[src/rtl/gpc_1_5_frame_accumulator_if.sv]
// Beat-in / frame-result-out bus of the (1,5;3) GPC frame accumulator.
// The master side drives beats and accepts results; the slave is the accumulator.
interface gpc_1_5_frame_accumulator_if #(
  parameter int unsigned SUM_W = 16,
  parameter int unsigned CNT_W = 8
);
  logic             in_valid;
  logic             in_ready;
  logic [2:0]       in_z;
  logic             in_last;
  logic             in_clear;
  logic             out_valid;
  logic             out_ready;
  logic [SUM_W-1:0] out_sum;
  logic [CNT_W-1:0] out_beats;
  logic             out_ovf;

  modport master (
    output in_valid, in_z, in_last, in_clear, out_ready,
    input  in_ready, out_valid, out_sum, out_beats, out_ovf
  );

  modport slave (
    input  in_valid, in_z, in_last, in_clear, out_ready,
    output in_ready, out_valid, out_sum, out_beats, out_ovf
  );
endinterface

[src/rtl/gpc_1_5_frame_accumulator.sv]
// Accumulates 3-bit GPC counts over a frame and presents the total, beat count
// and overflow flag on a valid/ready result port held until accepted.
module gpc_1_5_frame_accumulator #(
  parameter int unsigned SUM_W    = 16,
  parameter int unsigned CNT_W    = 8,
  parameter bit          SATURATE = 1'b1
) (
  input  logic clk,
  input  logic rst_n,
  gpc_1_5_frame_accumulator_if.slave io_bus
);

  localparam int unsigned NSUM_W = SUM_W + 1;

  typedef enum logic [1:0] {
    S_IDLE  = 2'd0,
    S_ACCUM = 2'd1,
    S_HOLD  = 2'd2
  } state_e;

  state_e             r_state;
  state_e             w_state_nxt;

  logic [SUM_W-1:0]   r_acc,       w_acc_nxt;
  logic [CNT_W-1:0]   r_beats,     w_beats_nxt;
  logic               r_ovf,       w_ovf_nxt;
  logic [SUM_W-1:0]   r_out_sum,   w_out_sum_nxt;
  logic [CNT_W-1:0]   r_out_beats, w_out_beats_nxt;
  logic               r_out_ovf,   w_out_ovf_nxt;
  logic               r_in_ready,  w_in_ready_nxt;
  logic               r_out_valid, w_out_valid_nxt;

  logic               w_accept;
  logic [NSUM_W-1:0]  w_nsum;
  logic               w_ovf_upd;
  logic [SUM_W-1:0]   w_sum_upd;
  logic [CNT_W-1:0]   w_beats_upd;

  // acc/beats/ovf are zero in IDLE, so the same update covers a frame's first beat
  assign w_accept    = io_bus.in_valid & r_in_ready;
  assign w_nsum      = {1'b0, r_acc} + NSUM_W'(io_bus.in_z);
  assign w_ovf_upd   = w_nsum[SUM_W] | r_ovf;
  assign w_sum_upd   = (SATURATE && w_ovf_upd) ? {SUM_W{1'b1}} : w_nsum[SUM_W-1:0];
  assign w_beats_upd = (r_beats == {CNT_W{1'b1}}) ? r_beats : r_beats + CNT_W'(1);

  // State and datapath registers
  always_ff @(posedge clk or negedge rst_n) begin
    if (!rst_n) begin
      r_state     <= S_IDLE;
      r_acc       <= '0;
      r_beats     <= '0;
      r_ovf       <= 1'b0;
      r_out_sum   <= '0;
      r_out_beats <= '0;
      r_out_ovf   <= 1'b0;
      r_in_ready  <= 1'b1;
      r_out_valid <= 1'b0;
    end else begin
      r_state     <= w_state_nxt;
      r_acc       <= w_acc_nxt;
      r_beats     <= w_beats_nxt;
      r_ovf       <= w_ovf_nxt;
      r_out_sum   <= w_out_sum_nxt;
      r_out_beats <= w_out_beats_nxt;
      r_out_ovf   <= w_out_ovf_nxt;
      r_in_ready  <= w_in_ready_nxt;
      r_out_valid <= w_out_valid_nxt;
    end
  end

  // Next-state: clear beats last; HOLD leaves only on out_ready
  always_comb begin
    w_state_nxt = r_state;
    case (r_state)
      S_IDLE, S_ACCUM: begin
        if (io_bus.in_clear) begin
          w_state_nxt = S_IDLE;
        end else if (w_accept) begin
          w_state_nxt = io_bus.in_last ? S_HOLD : S_ACCUM;
        end
      end
      S_HOLD: begin
        if (io_bus.out_ready) begin
          w_state_nxt = S_IDLE;
        end
      end
      default: w_state_nxt = S_IDLE;
    endcase
  end

  // Datapath and handshake next values; handshake flags decode the next state
  always_comb begin
    w_acc_nxt       = r_acc;
    w_beats_nxt     = r_beats;
    w_ovf_nxt       = r_ovf;
    w_out_sum_nxt   = r_out_sum;
    w_out_beats_nxt = r_out_beats;
    w_out_ovf_nxt   = r_out_ovf;
    w_in_ready_nxt  = (w_state_nxt != S_HOLD);
    w_out_valid_nxt = (w_state_nxt == S_HOLD);
    case (r_state)
      S_IDLE, S_ACCUM: begin
        if (io_bus.in_clear) begin
          w_acc_nxt   = '0;
          w_beats_nxt = '0;
          w_ovf_nxt   = 1'b0;
        end else if (w_accept) begin
          if (io_bus.in_last) begin
            w_out_sum_nxt   = w_sum_upd;
            w_out_beats_nxt = w_beats_upd;
            w_out_ovf_nxt   = w_ovf_upd;
          end else begin
            w_acc_nxt   = w_sum_upd;
            w_beats_nxt = w_beats_upd;
            w_ovf_nxt   = w_ovf_upd;
          end
        end
      end
      S_HOLD: begin
        if (io_bus.out_ready) begin
          w_acc_nxt   = '0;
          w_beats_nxt = '0;
          w_ovf_nxt   = 1'b0;
        end
      end
      default: begin
        w_acc_nxt   = '0;
        w_beats_nxt = '0;
        w_ovf_nxt   = 1'b0;
      end
    endcase
  end

  assign io_bus.in_ready  = r_in_ready;
  assign io_bus.out_valid = r_out_valid;
  assign io_bus.out_sum   = r_out_sum;
  assign io_bus.out_beats = r_out_beats;
  assign io_bus.out_ovf   = r_out_ovf;

endmodule

[src/flat_wrapper.sv]
// flat-port wrapper written by rule: the top's interface ports become plain ports
module gpc_1_5_frame_accumulator_flat 
#(
  parameter int unsigned SUM_W    = 16,
  parameter int unsigned CNT_W    = 8,
  parameter bit          SATURATE = 1'b1
)
  (clk, rst_n, io_bus_in_valid, io_bus_in_z, io_bus_in_last, io_bus_in_clear, io_bus_out_ready, io_bus_in_ready, io_bus_out_valid, io_bus_out_sum, io_bus_out_beats, io_bus_out_ovf);
  gpc_1_5_frame_accumulator_if #(.SUM_W(SUM_W), .CNT_W(CNT_W)) io_bus_i ();
  input  logic clk;
  input  logic rst_n;
  input wire logic [$bits(io_bus_i.in_valid)-1:0] io_bus_in_valid;
  input wire logic [$bits(io_bus_i.in_z)-1:0] io_bus_in_z;
  input wire logic [$bits(io_bus_i.in_last)-1:0] io_bus_in_last;
  input wire logic [$bits(io_bus_i.in_clear)-1:0] io_bus_in_clear;
  input wire logic [$bits(io_bus_i.out_ready)-1:0] io_bus_out_ready;
  output wire logic [$bits(io_bus_i.in_ready)-1:0] io_bus_in_ready;
  output wire logic [$bits(io_bus_i.out_valid)-1:0] io_bus_out_valid;
  output wire logic [$bits(io_bus_i.out_sum)-1:0] io_bus_out_sum;
  output wire logic [$bits(io_bus_i.out_beats)-1:0] io_bus_out_beats;
  output wire logic [$bits(io_bus_i.out_ovf)-1:0] io_bus_out_ovf;
  assign io_bus_i.in_valid = io_bus_in_valid;
  assign io_bus_i.in_z = io_bus_in_z;
  assign io_bus_i.in_last = io_bus_in_last;
  assign io_bus_i.in_clear = io_bus_in_clear;
  assign io_bus_i.out_ready = io_bus_out_ready;
  assign io_bus_in_ready = io_bus_i.in_ready;
  assign io_bus_out_valid = io_bus_i.out_valid;
  assign io_bus_out_sum = io_bus_i.out_sum;
  assign io_bus_out_beats = io_bus_i.out_beats;
  assign io_bus_out_ovf = io_bus_i.out_ovf;
  gpc_1_5_frame_accumulator #(.SUM_W(SUM_W), .CNT_W(CNT_W), .SATURATE(SATURATE)) u_core (.clk(clk), .rst_n(rst_n), .io_bus(io_bus_i));
endmodule
[config.mk]
export PLATFORM = sky130hd
export DESIGN_NAME = gpc_1_5_frame_accumulator_flat
export DESIGN_NICKNAME = d
export VERILOG_FILES = /design/src/rtl/gpc_1_5_frame_accumulator_if.sv /design/src/rtl/gpc_1_5_frame_accumulator.sv /design/src/flat_wrapper.sv
export SDC_FILE = /design/constraint.sdc
export NUM_CORES = 1
export LEC_CHECK = 0
export CORE_MARGIN = 1.5
export CORE_UTILIZATION = 59
export DETAILED_ROUTE_END_ITERATION = 10
export HOLD_SLACK_MARGIN = 0.02
export PLACE_DENSITY = 0.84
export SYNTH_ARGS = -nofsm -noshare
export SYNTH_HDL_FRONTEND = slang
export SYNTH_SLANG_ARGS = --single-unit
[constraint.sdc]
create_clock -name clk -period 5.27 [get_ports clk]
set_input_delay 1.054 -clock clk [delete_from_list [all_inputs] [get_ports clk]]
set_output_delay 1.054 -clock clk [all_outputs]
set_load 0.03 [all_outputs]
==> key figures, run 1 <==
Drt
  – # DRC: 3
  – DR pass1 iterations: 7
  – DR vias/cell: 6.03
  – Wire length per cell: between 15 and 20 um
  – Iter 0 DRT Violations: 155
  – Antenna-violating nets left: 0
  – Total Wirelength: 5960 um
  – Vias: ~2.3k

Clock tree
  – Clk pin slew, worst setup/hold paths: 0.09 ns
  – Setup bufs post-CTS: 0
  – Hold Buf Count CTS: 0
  – H-Tree Depth: 2
  – Post-CTS sizing: 0
  – CTS tree: done
  – Clock Latency Late Sink: 0.31 ns
  – Clk root buf: clkbuf_8
  – CTS Buffer Depth: 2
  – Sink Count: 54
  – CTS Buf Count: 5

Critical path
  – Setup CP Type: in2reg
  – Critical path launch point type: primary input
  – Critical Path End Type: flip-flop
  – CP required: 5.48 ns
  – Arrival time worst endpoint: 3.42 ns
  – R2R cell count: 7
  – Delay-heaviest family, CP: compound AO/OA/AOI/OAI gates
  – Crit-path slowest cell: a41oi_2
  – Slowest stage delay, CP: 0.47 ns
  – WP buf/inv: 1
  – Cell count along the critical path: 8
  – Crit path max fanout: 10
  – Crit-path cells: clkdlybuf4s50_1 -> ha_1 -> fa_1 -> a21oi_2 -> nor3_4 -> a41oi_2 -> o21ai_0 -> a22o_1

Die
  – Area of the core: 4440 sq um
  – DIE HEIGHT: 71.5 um
  – Die span in x: 71.5 um
  – Die ar.: just over 5000 sq um
  – IO Count: 36
  – Initial Util: 62.2%
  – Site row count: 24

Power
  – Power density over the cells: 303 nW/um^2
  – Final Power: ~1000 uW
  – Worst VDD drop: 0.175 mV
  – Static leakage: ~1.4 nW

Timing
  – Setup-violating endpoint count in the final report: 0
  – Max Freq: 0.311 GHz
  – Unrepaired setup endpoints after global routing: no
  – Tmin final: around 3.2 ns
  – Worst-margin pin slew: approximately 1.2 ns
  – Clk_skew: 0.00630 ns
  – Setup TNS: 0 ns
  – Slew HR: 22.6%
  – Fin. Hold Viols: 0
  – Final Cycle Share: about 60%
  – Fin. max-slew vios: 0
  – Final hold slack: around 0.48 ns

Logic synthesis
  – Yosys Warn Count: 0
  – Post-synth EDFFs: 0
  – Synth Instances: 290
  – Prevailing post-synth register cell: dfrtp_1
  – Sequential fraction of the synthesis area: 48.9%
  – Flops & latches, synth: 54
  – Syn Area/Cell: 9.54 sq um
  – Unique masters post-synth: 46
  – Net count after synthesis: roughly 300
  – Ys async rst share: between 90% and 100%
  – Mapped Area: 2770 sq um

Cells and area
  – Most frequent cells in the layout: dfrtp_1 (53), nand2_1 (36), o21ai_0 (36), clkdlybuf4s50_1 (34), nor2_1 (25)
  – Layout cell share with drive strength beyond 1: 6.52%
  – Area Overhead vs Synth: 16.1%
  – Diode count: 0
  – Post-route cell area: 3210 sq um
  – Final net count: 336
  – Commonest non-fill, non-tap cell in the layout: dfrtp_1

Run
  – Max cap viols: 0

Placed design
  – Final HPWL DP: slightly above 4000 um
  – Routability cong.: 0.826
  – DP Area: 3140 sq um
  – Port Buffer Count: 35

Global routing
  – First-pass GRT wire length: 10000 um
  – Largest net degree at the start of global routing: 55
  – Initial antenna violation count: 0
  – GRT Total Usage: 25.0%
  – Number of global-route vias before repair: 2162
  – Aggregate global routing overflow: 0

Run status
  – Status: finished with violations
  – Failing checks: design-rule violations

Worst hold path
  – Hold Crit Class: reg2reg
  – Hold path depth: 2
[final timing paths]
check                                                        from                                     end  slack [ns]
max in group asynchronous                                   rst_n  u_core.io_bus.out_beats[2]$_DFFE_PN0P_        3.97
setup / recovery                                   io_bus_in_z[0]             u_core.r_acc[4]$_DFFE_PN0P_        2.05
hold reg to reg            u_core.io_bus.out_beats[3]$_DFFE_PN0P_  u_core.io_bus.out_beats[3]$_DFFE_PN0P_        0.48
setup reg to reg                      u_core.r_acc[0]$_DFFE_PN0P_             u_core.r_acc[4]$_DFFE_PN0P_        2.84
hold / removal             u_core.io_bus.out_beats[3]$_DFFE_PN0P_  u_core.io_bus.out_beats[3]$_DFFE_PN0P_        0.48
min in group asynchronous                                   rst_n             u_core.r_state[1]$_DFF_PN0_        0.85
[logic make-up (layout without fill, tap and decap cells)]
logic type,Yosys count,count (layout),synth area share [%]
buffers and inverters,21,53,3.35
AOI/OAI and AO/OA,94,94,21.1
DFF,54,54,48.9
xor gates and xnor gates,15,15,4.75
and+or+nand+nor,99,99,18.6
adders and majority gates,5,5,2.53
muxes,2,2,0.724
[synth_stat cells, types with 3 or more instances]
master / instances / area, sq um
a21oi_1: 18 / 90.1
a22oi_1: 4 / 30.0
o2bb2ai_1: 3 / 26.3
xor2_1: 5 / 43.8
nand3_1: 7 / 35.0
o21ai_1: 5 / 25.0
nor2_1: 25 / 93.8
dfrtp_1: 53 / 1330
nand2_1: 36 / 135
clkbuf_1: 7 / 26.3
a22o_1: 5 / 43.8
and2_1: 4 / 25.0
inv_1: 8 / 30.0
ha_1: 4 / 50.1
and4_1: 4 / 35.0
buf_2: 5 / 25.0
o21ai_0: 36 / 180
a31oi_1: 10 / 62.6
xnor2_1: 10 / 87.6
nand4_1: 3 / 18.8
and3_1: 8 / 50.1
[worst register-to-register path, delay by kind of cell, from the launching register on]
family / cells / cell delay, ns
DFF: 1 / 0.39
and+or+nand+nor: 1 / 0.10
AOI/OAI and AO/OA: 4 / 1.19
adders and majority gates: 2 / 0.65
[stage by stage]
stage,utilization [%],setup WS [ns],std cells
after floorplan,-,2.46,290
after global placement,70.6,1.88,367
after detailed placement,70.6,1.77,367
after CTS,72.3,2.09,374
after global routing,72.3,1.93,374
final,72.3,2.05,374
[registers in the layout, indices dropped and copies added, names as in the netlist]
signal                   cells
u_core.io_bus.out_beats      8
u_core.r_acc                16
u_core.io_bus.out_ovf        1
u_core.r_ovf                 1
u_core.io_bus.out_valid      1
u_core.r_beats               8
u_core.io_bus.out_sum       16
u_core.r_state               2
u_core.io_bus.in_ready       1
[power breakdown]
group	internal, mW	total [mW]	switching, mW
Combinational	0.108	0.271	0.163
Clock	0.0918	0.219	0.127
Sequential	0.458	0.484	0.0254
[routing by layer]
metal  vias to the layer above  wire length, um  part of all wire (%)  global-route usage [%]
li1                       1099                -                     -                       -
met1                      1103             2620                    44                    31.7
met2                        48             3050                    51                    44.0
met3                         6              229                   3.8                    4.22
met4                         0               66                   1.1                    7.76
met5                         -                0                     0                       0
[area by class of cell]
| cell class | instances | area [sq um] |
|---|---|---|
| clock buffers | 7 | 76.3 |
| multi-input cells | 215 | 1320 |
| flip-flops and latches | 54 | 1350 |
| inverters | 8 | 30.0 |
| repair buffers | 38 | 368 |
| fillers | 347 | 1230 |
| well taps | 52 | 65.1 |
(Power assumes the default switching activity.)
==> run 2, diff against run 1 <==
--- a/config.mk
+++ b/config.mk
@@ -6,10 +6,10 @@
 export NUM_CORES = 1
 export LEC_CHECK = 0
 export CORE_MARGIN = 1.5
-export CORE_UTILIZATION = 59
+export CORE_UTILIZATION = 55
 export DETAILED_ROUTE_END_ITERATION = 10
 export HOLD_SLACK_MARGIN = 0.02
-export PLACE_DENSITY = 0.84
+export PLACE_DENSITY = 0.8
 export SYNTH_ARGS = -nofsm -noshare
 export SYNTH_HDL_FRONTEND = slang
 export SYNTH_SLANG_ARGS = --single-unit
==> constraint.sdc (replaced) <==
create_clock -name clk -period 3.3 [get_ports clk]
set_input_delay 0.66 -clock clk [delete_from_list [all_inputs] [get_ports clk]]
set_output_delay 0.66 -clock clk [all_outputs]
set_load 0.03 [all_outputs]
==> run 2 against run 1 <==
  * The run now ends clean
  * Sequential share of layout area is 1.4 points lower
  * Largest power group unchanged
  * Cell count is 5.1% higher
  * Largest cell class unchanged
  * Critical path depth unchanged
  * Worst setup slack worse by 1.4 ns
  * Sequential power is 60% higher
==> key figures, run 2 (synthesized netlist as in run 1, its figures left out) <==
Power
  – Worst VDD drop: 0.313 mV
  – Power density over the cells: about 530 nW/um^2
  – Static leakage: 1.45 nW

Drt
  – Vias: approximately 2.2k
  – Antenna-violating nets left: 0
  – DR pass1 iterations: 4
  – Total Wirelength: 5870 um
  – DR vias/cell: 5.69
  – Iter 0 DRT Violations: 177
  – # DRC: 0
  – Wire length per cell: 14.9 um

Timing
  – Slew HR: 42.0%
  – Setup TNS: 0 ns
  – Setup-violating endpoint count in the final report: 0
  – Clk_skew: 0.00554 ns
  – Tmin final: ~2.7 ns
  – Fin. max-slew vios: 0
  – Unrepaired setup endpoints after global routing: no
  – Final Cycle Share: 81.2%
  – Worst-margin pin slew: 0.870 ns
  – Fin. Hold Viols: 0
  – Max Freq: around 0.37 GHz

Run status
  – Status: finished clean

Clock tree
  – Setup bufs post-CTS: 0
  – Hold Buf Count CTS: 0
  – Clk pin slew, worst setup/hold paths: 0.10 ns
  – Sink Count: 54
  – Clock Latency Late Sink: 0.31 ns
  – H-Tree Depth: 2
  – Post-CTS sizing: 0
  – CTS Buffer Depth: 2
  – Clk root buf: clkbuf_8
  – CTS Buf Count: 5
  – CTS tree: done

Cells and area
  – Fin util: 69.4%
  – Diode count: 0
  – Finished Layout Cells: 393
  – Layout cell share with drive strength beyond 1: 8.28%
  – Most frequent cells in the layout: dfrtp_1 (53), nand2_1 (36), o21ai_0 (36), clkdlybuf4s50_1 (34), nor2_1 (25)
  – Area Overhead vs Synth: 20.0%
  – Commonest non-fill, non-tap cell in the layout: dfrtp_1
  – Final net count: 339

Global routing
  – Aggregate global routing overflow: 0
  – Number of global-route vias before repair: 2063
  – First-pass GRT wire length: 9670 um
  – Largest net degree at the start of global routing: 55
  – GRT Total Usage: a little under a quarter
  – Initial antenna violation count: 0

Critical path
  – CP required: 3.49 ns
  – Critical path launch point type: primary input
  – Arrival time worst endpoint: 2.87 ns
  – Crit path max fanout: 15
  – Setup CP Type: in2reg
  – Critical Path End Type: flip-flop

Run
  – Max cap viols: 0

Placed design
  – Port Buffer Count: 35
  – DP Cell Count: 385
  – Routability cong.: 0.896
  – Final HPWL DP: 3910 um

Die
  – Die ar.: 5460 sq um
  – IO Count: 36
  – DIE HEIGHT: 73.9 um
  – Die span in x: roughly 74 um
  – Initial Util: 57.8%
  – Site row count: 25
  – Area of the core: 4790 sq um

Worst hold path
  – Hold Crit Class: in2async
==> run 2: layer usage <==
layer  track usage (%)  vias up  routed length [um]
li1                  -     1106                   -
met5                 0        -                   0
met4              8.44        0                  79
met3              5.21        5                 303
met1              32.7     1065                2760
met2              36.3       60                2720
==> run 2: where the power goes <==
part	total [mW]	switching [mW]	internal (mW)	leakage [nW]
sequential	0.773	0.0416	0.732	0.711
combinational	0.431	0.257	0.174	0.669
clock	0.544	0.220	0.324	0.0714
total	1.75	0.519	1.23	1.45
==> run 2: path summary, 6_finish.rpt <==
kind                                                        start  cells after the start  slack, ns                                      to
setup / recovery                                   io_bus_in_z[0]                      8       0.62   u_core.io_bus.out_sum[15]$_DFFE_PN0P_
hold / removal                                              rst_n                      2       0.45  u_core.io_bus.out_beats[3]$_DFFE_PN0P_
setup reg to reg                      u_core.r_acc[0]$_DFFE_PN0P_                      7       1.01   u_core.io_bus.out_sum[15]$_DFFE_PN0P_
hold reg to reg            u_core.io_bus.out_beats[0]$_DFFE_PN0P_                      2       0.49  u_core.io_bus.out_beats[0]$_DFFE_PN0P_
max in group asynchronous                                   rst_n                      2       2.38             u_core.r_acc[3]$_DFFE_PN0P_
min in group clk           u_core.io_bus.out_beats[0]$_DFFE_PN0P_                      2       0.49  u_core.io_bus.out_beats[0]$_DFFE_PN0P_
==> run 2: layout make-up <==
cell class,count,area (sq um)
multi-input cells,215,1320
fillers,393,1470
repair buffers,41,390
flip-flops and latches,54,1350
well taps,67,83.8
inverters,8,30.0
clock buffers,6,82.6
clock inverters,2,60.1
==> run 2: critical path, stage by stage <==
cell             delay (ns)
clkdlybuf4s50_1        0.42
ha_1                   0.24
fa_1                   0.44
a21oi_2                0.24
nor3_4                 0.09
a41o_2                 0.39
nor2_1                 0.28
a21oi_1                0.11
==> run 2: per-stage QoR <==
| stage | area (sq um) | setup WS [ns] | hold WS, ns | power, mW |
|---|---|---|---|---|
| after CTS | 3320 | 0.621 | 0.479 | 1.77 |
| after global placement | 3180 | 0.328 | 0.463 | 1.21 |
| final | 3320 | 0.620 | 0.453 | 1.75 |
| after global routing | 3320 | 0.431 | 0.516 | 1.82 |
| after floorplan | 2770 | 0.881 | 0.364 | 1.03 |
| after detailed placement | 3180 | 0.281 | 0.469 | 1.22 |
==> run 3, diff against run 2 <==
==> constraint.sdc (replaced) <==
create_clock -name clk -period 2.7 [get_ports clk]
set_input_delay 0.54 -clock clk [delete_from_list [all_inputs] [get_ports clk]]
set_output_delay 0.54 -clock clk [all_outputs]
set_load 0.03 [all_outputs]
==> run 3 against run 2 <==
  * Utilization is 2.0 points higher
  * Global-route usage up 0.62 points
  * Combinational power is 25% higher
  * Critical path depth grew 1
  * Routed wire length is 1.1% higher
  * Total power is 12% higher
  * Final area increased by 2.8%
  * Cell count up 4.1%
  * Clock power is 14% lower
  * Sequential cell count is the same
  * First-iteration DRC count fell by 12%
==> key figures, run 3 (synthesized netlist as in run 1, its figures left out) <==
Power
  – Power density over the cells: 572 nW/um^2
  – Gate power share: ~28%
  – P_int: approximately 1.3 mW
  – Static leakage: approximately 1.5 nW
  – Sw power: 628 uW
  – Switching share of power: 32.2%
  – Worst VDD drop: between 0.3 and 0.4 mV
  – Clk pwr share: 24.1%
  – Sequential power share: 48.4%

Timing
  – Unrepaired setup endpoints after global routing: no
  – Max Freq: 0.415 GHz
  – Worst-margin pin slew: 0.642 ns
  – Fin. Hold Viols: 0
  – Slew HR: 57.2%
  – Clk_skew: 0.0110 ns
  – Setup ws final: 0.290 ns
  – Tmin final: 2.41 ns
  – Fin. max-slew vios: 0
  – Setup-violating endpoint count in the final report: 0
  – Final Cycle Share: 89.3%

Critical path
  – Critical Path End Type: flip-flop
  – Setup CP Type: in2reg
  – Crit path max fanout: 9
  – WP buf/inv: 2
  – Slowest stage delay, CP: 0.41 ns
  – Critical path launch point type: primary input
  – Delay-heaviest family, CP: compound AO/OA/AOI/OAI gates
  – Crit-path slowest cell: clkdlybuf4s50_1
  – Arrival time worst endpoint: 2.62 ns
  – Crit-path cells: clkdlybuf4s50_1 -> ha_1 -> fa_1 -> a21oi_2 -> nor3_4 -> a41o_2 -> buf_4 -> o21ai_0 -> nand2_1
  – CP required: 2.91 ns

Clock tree
  – Hold Buf Count CTS: 0
  – Setup bufs post-CTS: 0
  – CTS tree: done
  – CTS Buf Count: 5
  – H-Tree Depth: 2
  – Clk pin slew, worst setup/hold paths: 0.10 ns
  – CTS Buffer Depth: 2
  – Clock Latency Late Sink: roughly 0.31 ns
  – Post-CTS sizing: 0
  – Clk root buf: clkbuf_8
  – Sink Count: 54

Drt
  – DR vias/cell: 5.70
  – Wl on met1: 2820 um
  – Top Metal Used: met4
  – Antenna-violating nets left: 0
  – Met2 wire length: between 2000 and 3000 um
  – Iter 0 DRT Violations: 155
  – Wire length per cell: 14.5 um
  – # DRC: 0
  – Total Wirelength: 5930 um
  – Vias: 2332
  – Routed wl met3: around 270 um
  – DR pass1 iterations: 4

Run
  – Max cap viols: 0

Cells and area
  – Most frequent cells in the layout: dfrtp_1 (53), nand2_1 (36), o21ai_0 (36), clkdlybuf4s50_1 (34), nor2_1 (25)
  – Commonest non-fill, non-tap cell in the layout: dfrtp_1
  – Diode count: 0
  – Area Overhead vs Synth: 23.4%
  – Fin util: between 70% and 80%
  – Layout cell share with drive strength beyond 1: 12.3%
  – Final net count: about 360

Die
  – Die span in x: 73.9 um
  – IO Count: 36
  – Initial Util: 57.8%
  – DIE HEIGHT: approximately 74 um
  – Area of the core: 4790 sq um
  – Site row count: 25
  – Die ar.: 5460 sq um

Global routing
  – Aggregate global routing overflow: 0
  – Initial antenna violation count: 0
  – Largest net degree at the start of global routing: 29
  – Number of global-route vias before repair: 2190
  – First-pass GRT wire length: 10100 um
  – GRT Total Usage: 24.1%

Placed design
  – Pre-CTS setup slack: -0.0483 ns
  – Routability cong.: 0.946
  – Port Buffer Count: 35
  – Final HPWL DP: 4250 um

Worst hold path
  – Hold Crit Class: in2async

Run status
  – Status: finished clean
-- run 3: changes by cell type in the layout (fill, tap and decap cells not counted) --
cell       delta
clkinv_2      +1
buf_12        +2
bufinv_16     -2
buf_4        +14
clkbuf_1      +1
-- run 3: path summary, 6_finish.rpt --
kind	from	to	slack (ns)	depth (start not counted)
worst max register to register	u_core.r_acc[0]$_DFFE_PN0P_	u_core.r_acc[3]$_DFFE_PN0P_	0.55	8
max in group asynchronous	rst_n	u_core.io_bus.in_ready$_DFF_PN1_	1.81	2
worst max-delay path	io_bus_in_z[0]	u_core.r_acc[3]$_DFFE_PN0P_	0.29	9
min in group clk	u_core.io_bus.out_beats[6]$_DFFE_PN0P_	u_core.io_bus.out_beats[6]$_DFFE_PN0P_	0.49	2
worst min-delay path	rst_n	u_core.io_bus.out_beats[1]$_DFFE_PN0P_	0.24	1
worst min register to register	u_core.io_bus.out_beats[6]$_DFFE_PN0P_	u_core.io_bus.out_beats[6]$_DFFE_PN0P_	0.49	2
-- run 3: power groups by stage --
stage | sequential, mW | clock, mW | combinational (mW)
global placement | 0.958 | 0 | 0.535
finish | 0.945 | 0.470 | 0.538
global route | 0.957 | 0.499 | 0.582
CTS | 0.947 | 0.476 | 0.544
floorplan | 1.11 | 0 | 0.147
detailed placement | 0.963 | 0 | 0.541
-- run 3: routing by layer --
layer,vias up,GRT usage (%)
met5,-,0
met4,0,7.00
met3,6,4.94
met2,63,39.5
met1,1124,32.6
li1,1139,-
-- run 3: through the flow --
step / cells / instance area (sq um) / setup TNS, ns / power, mW / hold WS (ns)
2_1_floorplan: 290 / 2770 / 0 / 1.26 / 0.244
3_3_place_gp: 401 / 3320 / -0.00167 / 1.49 / 0.463
3_5_place_dp: 401 / 3320 / -0.174 / 1.50 / 0.472
4_1_cts: 409 / 3410 / 0 / 1.97 / 0.254
5_1_grt: 409 / 3410 / 0 / 2.04 / 0.295
6_report: 409 / 3410 / 0 / 1.95 / 0.238
-- run 3: layout make-up --
type / count / area, sq um
clock buffer: 7 / 86.3
clock inverter: 1 / 5.00
fill: 393 / 1370
inverter: 8 / 30.0
multi-input combinational: 215 / 1320
sequential: 54 / 1350
tap: 67 / 83.8
timing repair buffer: 57 / 536
-- run 3: worst reg2reg max path, cell delays in order (launching register included) --
cell,delay (ns)
dfrtp_1,0.40
ha_1,0.21
fa_1,0.41
a21oi_2,0.21
nor3_4,0.08
a41o_2,0.35
buf_4,0.17
o21ai_0,0.16
nand2_1,0.07
